**config.mk**
```make
export PLATFORM = sky130hd
export DESIGN_NAME = uart_cmd_parser
export DESIGN_NICKNAME = d
export VERILOG_FILES = /design/src/rtl/uart_cmd_pkg.sv /design/src/rtl/uart_cmd_parser.sv
export SDC_FILE = /design/constraint.sdc
export NUM_CORES = 1
export LEC_CHECK = 0
export CAP_MARGIN = 5
export CORE_UTILIZATION = 51
export DETAILED_ROUTE_END_ITERATION = 12
export GPL_TIMING_DRIVEN = 0
export PLACE_DENSITY = 0.76
export SLEW_MARGIN = 25
export SYNTH_ARGS = -nofsm -noshare
export SYNTH_HDL_FRONTEND = slang
export SYNTH_SLANG_ARGS = --single-unit
```
**constraint.sdc**
```tcl
create_clock -name uart_clk_rx -period 1.7 [get_ports uart_clk_rx]
set_input_delay 0.255 -clock uart_clk_rx [delete_from_list [all_inputs] [get_ports uart_clk_rx]]
set_output_delay 0.255 -clock uart_clk_rx [all_outputs]
set_load 0.05 [all_outputs]
```
**src/rtl/uart_cmd_pkg.sv**
```systemverilog
// Shared types and constants for the UART command-frame parser.
package uart_cmd_pkg;

   localparam logic [7:0]  HDR_BYTE  = 8'hA5;
   localparam logic [7:0]  CMD_WR    = 8'h01;
   localparam logic [7:0]  CMD_RD    = 8'h02;
   localparam int unsigned FRAME_LEN = 5;
   localparam int unsigned STATE_W   = $clog2(FRAME_LEN);

   // One state per frame byte position: HDR, CMD, ADDR, DATA, CSUM.
   typedef enum logic [STATE_W-1:0] {
      S_IDLE,
      S_CMD,
      S_ADDR,
      S_DATA,
      S_CSUM
   } state_t;

endpackage

```
**src/rtl/uart_cmd_parser.sv**
```systemverilog
// Decodes 5-byte HDR/CMD/ADDR/DATA/CSUM frames into register write/read strobes.
// Optional inter-byte timeout enabled by defining UART_CMD_TIMEOUT_EN.
module uart_cmd_parser
   import uart_cmd_pkg::*;
#(
   parameter int unsigned ERR_CNT_W   = 8
`ifdef UART_CMD_TIMEOUT_EN
   ,
   parameter logic [15:0] TIMEOUT_CYC = 16'd1000
`endif
) (
   input  logic                 uart_clk_rx,
   input  logic                 RST_n,
   input  logic [7:0]           rx_byte,
   input  logic                 rx_valid,
   output logic                 reg_wr,
   output logic                 reg_rd,
   output logic [7:0]           reg_addr,
   output logic [7:0]           reg_wdata,
   output logic                 frame_ok,
   output logic                 frame_err,
   output logic [ERR_CNT_W-1:0] err_cnt,
   output logic                 busy
);

   state_t r_state;
   state_t w_state_nxt;

   logic       r_is_wr, w_is_wr_nxt;
   logic [7:0] r_addr,  w_addr_nxt;
   logic [7:0] r_data,  w_data_nxt;
   logic [7:0] r_csum,  w_csum_nxt;

   logic                 w_wr_nxt, w_rd_nxt, w_ok_nxt, w_err_nxt;
   logic [7:0]           w_reg_addr_nxt, w_reg_wdata_nxt;
   logic [ERR_CNT_W-1:0] w_err_cnt_nxt;
   logic                 w_timeout;

`ifdef UART_CMD_TIMEOUT_EN
   logic [15:0] r_idle_cnt;

   assign w_timeout = (r_state != S_IDLE) && !rx_valid &&
                      (r_idle_cnt == TIMEOUT_CYC - 16'd1);

   // Idle counter: runs only mid-frame, cleared by any received byte.
   always_ff @(posedge uart_clk_rx) begin
      if (!RST_n || rx_valid || (w_state_nxt == S_IDLE)) begin
         r_idle_cnt <= 16'd0;
      end else begin
         r_idle_cnt <= r_idle_cnt + 16'd1;
      end
   end
`else
   assign w_timeout = 1'b0;
`endif

   always_ff @(posedge uart_clk_rx) begin
      if (!RST_n) begin
         r_state   <= S_IDLE;
         r_is_wr   <= 1'b0;
         r_addr    <= 8'd0;
         r_data    <= 8'd0;
         r_csum    <= 8'd0;
         reg_wr    <= 1'b0;
         reg_rd    <= 1'b0;
         reg_addr  <= 8'd0;
         reg_wdata <= 8'd0;
         frame_ok  <= 1'b0;
         frame_err <= 1'b0;
         err_cnt   <= '0;
         busy      <= 1'b0;
      end else begin
         r_state   <= w_state_nxt;
         r_is_wr   <= w_is_wr_nxt;
         r_addr    <= w_addr_nxt;
         r_data    <= w_data_nxt;
         r_csum    <= w_csum_nxt;
         reg_wr    <= w_wr_nxt;
         reg_rd    <= w_rd_nxt;
         reg_addr  <= w_reg_addr_nxt;
         reg_wdata <= w_reg_wdata_nxt;
         frame_ok  <= w_ok_nxt;
         frame_err <= w_err_nxt;
         err_cnt   <= w_err_cnt_nxt;
         busy      <= (w_state_nxt != S_IDLE);
      end
   end

   // Next-state, payload capture and strobe generation.
   always_comb begin
      w_state_nxt     = r_state;
      w_is_wr_nxt     = r_is_wr;
      w_addr_nxt      = r_addr;
      w_data_nxt      = r_data;
      w_csum_nxt      = r_csum;
      w_wr_nxt        = 1'b0;
      w_rd_nxt        = 1'b0;
      w_ok_nxt        = 1'b0;
      w_err_nxt       = 1'b0;
      w_reg_addr_nxt  = reg_addr;
      w_reg_wdata_nxt = reg_wdata;

      if (rx_valid) begin
         case (r_state)
            S_IDLE: begin
               if (rx_byte == HDR_BYTE) w_state_nxt = S_CMD;
            end
            S_CMD: begin
               if ((rx_byte == CMD_WR) || (rx_byte == CMD_RD)) begin
                  w_is_wr_nxt = (rx_byte == CMD_WR);
                  w_csum_nxt  = rx_byte;
                  w_state_nxt = S_ADDR;
               end else begin
                  w_err_nxt   = 1'b1;
                  w_state_nxt = S_IDLE;
               end
            end
            S_ADDR: begin
               w_addr_nxt  = rx_byte;
               w_csum_nxt  = r_csum ^ rx_byte;
               w_state_nxt = S_DATA;
            end
            S_DATA: begin
               w_data_nxt  = rx_byte;
               w_csum_nxt  = r_csum ^ rx_byte;
               w_state_nxt = S_CSUM;
            end
            S_CSUM: begin
               if (rx_byte == r_csum) begin
                  w_ok_nxt       = 1'b1;
                  w_reg_addr_nxt = r_addr;
                  if (r_is_wr) begin
                     w_wr_nxt        = 1'b1;
                     w_reg_wdata_nxt = r_data;
                  end else begin
                     w_rd_nxt = 1'b1;
                  end
               end else begin
                  w_err_nxt = 1'b1;
               end
               w_state_nxt = S_IDLE;
            end
            default: w_state_nxt = S_IDLE;
         endcase
      end else if (w_timeout) begin
         w_err_nxt   = 1'b1;
         w_state_nxt = S_IDLE;
      end

      // Saturating error count: holds at all-ones.
      w_err_cnt_nxt = err_cnt;
      if (w_err_nxt && (err_cnt != {ERR_CNT_W{1'b1}})) begin
         w_err_cnt_nxt = err_cnt + ERR_CNT_W'(1);
      end
   end

endmodule
```
==> impl_metrics.py <==
metrics = {
    "sta": {
        "fmax_mhz": 633,
        "hold_violations": 0,
        "finalMaxSlewViolations": 0,
        "final.setup.worst_slack_ns": 0.119,
        "rsz0062_at_grt": "no",
        "fin_crit_sh_pct": 93.0,
        "tightest_slew_ns": 0.522,
        "fin_worst_skew_ns": 0.0107,
        "finalSetupTns_ns": 0,
        "max_slew_margin_pct": 65.2,
        "finalSetupViolations": 0,
        "period_needed_ns": 1.58,
    },
    "clock_tree": {
        "clkSlewWorstSetupHoldPaths_ns": 0.07,
        "cts.sinks": 57,
        "postCtsHoldBufs": 0,
        "numCtsBuffers": 9,
        "root_buffer": "clkbuf_8",
        "htreeDepth": 3,
        "cts_tree": "built",
        "post_cts.repair.setup_buffers": 0,
        "clock_latency_ns": 0.34,
        "cts.path.max_buffers": 2,
    },
    "floorplanning": {
        "rows": 26,
        "initial_core_util_pct": 52.7,
        "core_um2": 5110,
        "die_y_um": 74.7,
        "die-area_um2": 5570,
        "die_w_um": 74.7,
        "num_io_pins": 40,
    },
    "grt": {
        "gr-total-overflow": 0,
        "antenna_found_initial": 0,
        "grt.total_usage_pct": 24.3,
        "grt_max_degree": 11,
        "grt_first_pass_wirelength_mm": 10.0,
        "grt_pass1_vias": 2151,
    },
    "drt": {
        "viasPerCell": 5.36,
        "drt_wl_total_mm": 6.11,
        "drt_first_iter_violations": 140,
        "firstDrtPassIters": 4,
        "drc_errors": 0,
        "avgRoutedWirePerCell_um": 14.3,
        "drtAntennaViolNets": 0,
        "vias": 2289,
    },
    "finish": {
        "fin_area_um2": 3310,
        "layout-drive-gt1-share_pct": 13.4,
        "antennaDiodeCount": 0,
        "fin_cells": 427,
        "areaGrowthSynthToFinish_pct": 22.9,
        "final_core_util_pct": 64.8,
        "nets": 364,
    },
    "critical_path": {
        "reg2reg_setup_slack_ns": 0.12,
        "cp-end-kind": "flip-flop",
        "startpoint_type": "flip-flop",
        "crit_fanout": 10,
        "crit_arrival_ns": 1.82,
        "path_class": "reg -> reg",
        "cp.required_ns": 1.94,
    },
    "yosys": {
        "postSynthCellCount": 308,
        "ys_types": 48,
        "yosys-top-cells-area": "dfxtp_1, nand2_1, a21boi_1",
        "synth_fp_nets": 320,
        "synth_area_um2": 2690,
        "synth_edf_count": 0,
        "synth_most_common_cell": "nand2_1",
        "ys_ff_latch": 57,
        "ys.flop_type": "dfxtp_1",
        "synth_top_area_cell": "dfxtp_1",
        "ys_async_sr_fraction_pct": 0,
        "synth_commonest_cells": "nand2_1, dfxtp_1, a21boi_1, mux2i_1, nand2b_1",
        "netlist.area_leader.share_pct": 42.4,
        "avgSynthCellArea_um2": 8.74,
        "synth_seq_area_share_pct": 42.4,
        "synth_warnings": 0,
    },
    "worst_hold_path": {
        "hold_path.class": "in -> reg",
    },
    "place": {
        "place_ws_ns": -0.421,
        "placed_cells": 411,
        "post-dp-hpwl_mm": 4.10,
        "place_area_um2": 3120,
        "numPortBuffers": 33,
        "gp_congestion": 0.901,
    },
    "flow_run": {
        "maxCapViolCount": 0,
    },
    "pwr": {
        "leakagePower_nw": 1.37,
        "powerDensity_nw_per_um2": 827,
        "ir_drop_mv": 0.612,
    },
    "run_status": {
        "outcome": "finished clean",
    },
}
[worst max-delay path: stages, from the launching register on]
cell      delay [ns]
dfxtp_1         0.30
buf_2           0.18
and4bb_1        0.26
nand3_2         0.10
nor2b_1         0.14
clkbuf_4        0.21
mux2i_1         0.08
a31o_1          0.21
[stage by stage]
| stage | hold slack [ns] | total power [mW] |
|---|---|---|
| 2_1_floorplan | 0.388 | 1.45 |
| 3_3_place_gp | 0.441 | 1.49 |
| 3_5_place_dp | 0.448 | 1.49 |
| 4_1_cts | 0.175 | 2.74 |
| 5_1_grt | 0.192 | 2.81 |
| 6_report | 0.183 | 2.74 |
[per-layer routing]
metal | global-route usage [%] | vias up | routed length (um)
li1 | - | 1136 | -
met1 | 32.8 | 1079 | 2880
met2 | 37.6 | 65 | 2830
met3 | 4.42 | 9 | 298
met4 | 11.5 | 0 | 98
met5 | 0 | - | 0
[cell families (layout without fill, tap and decap cells)]
family                     Yosys count  count (layout)  share of synthesized area (%)
and+or+nand+nor                    149             149                           28.0
muxes                               17              17                           6.37
adders and majority gates            1               1                          0.465
AOI/OAI and AO/OA                   52              52                           13.5
buffers and inverters               23              72                           4.97
xor gates and xnor gates             9               9                           4.32
DFF                                 57              57                           42.4
[cell type report]
class | count | area [um2]
clock buffer | 11 | 141
timing repair buffer | 33 | 308
tap | 70 | 87.6
sequential | 57 | 1150
fill | 491 | 1800
clock inverter | 5 | 55.1
inverter | 3 | 11.3
multi-input combinational | 228 | 1430
buffer | 20 | 128
[state kept, by name, indices dropped and copies added (netlist names), 3 cells and up]
signal     count
err_cnt        8
r_addr         8
r_csum         8
r_data         8
r_state        3
reg_addr       8
reg_wdata      8
[final timing paths]
| kind | from | endpoint | depth (start not counted) |
|---|---|---|---|
| worst max-delay path | r_state[0] | r_csum[1] | 7 |
| worst min-delay path | rx_byte[7] | r_data[7] | 3 |
| worst max register to register | r_state[0] | r_csum[1] | 7 |
| worst min register to register | r_addr[0] | reg_addr[0] | 2 |
[placed cells by master, fill, tap and decap left out, types with 3 or more instances in the layout]
master / synthesis / routed
buf_6: 3 / 3
dfxtp_1: 57 / 53
xnor2_2: 5 / 6
nor2b_1: 6 / 5
o21ai_0: 3 / 3
nand2_1: 91 / 91
clkbuf_1: 7 / 8
mux2i_1: 16 / 16
nand3_1: 7 / 7
nand2b_1: 9 / 9
and3_1: 5 / 5
and2_1: 4 / 4
nand4_1: 4 / 4
dfxtp_2: 0 / 4
nor2_1: 3 / 3
a21boi_1: 26 / 26
nand4b_1: 6 / 6
dlygate4sd2_1: 0 / 28
a21oi_1: 4 / 4
clkbuf_8: 0 / 10
o21ai_1: 8 / 8
buf_2: 5 / 3
dlymetal6s2s_1: 0 / 5
[report_power, final]
| part | leakage [nW] | switching (mW) | internal, mW |
|---|---|---|---|
| combinational | 0.816 | 0.0776 | 0.0483 |
| clock | 0.0953 | 0.564 | 0.711 |
| sequential | 0.461 | 0.0000399 | 1.33 |
| total | 1.37 | 0.642 | 2.09 |
[repair_timing]
action	in CTS	in global routing
hold endpoints to repair	0	0
gates resized for setup	29	9
endpoints found under the setup margin	39	21
No activity file was read; power rests on OpenSTA's default activity.
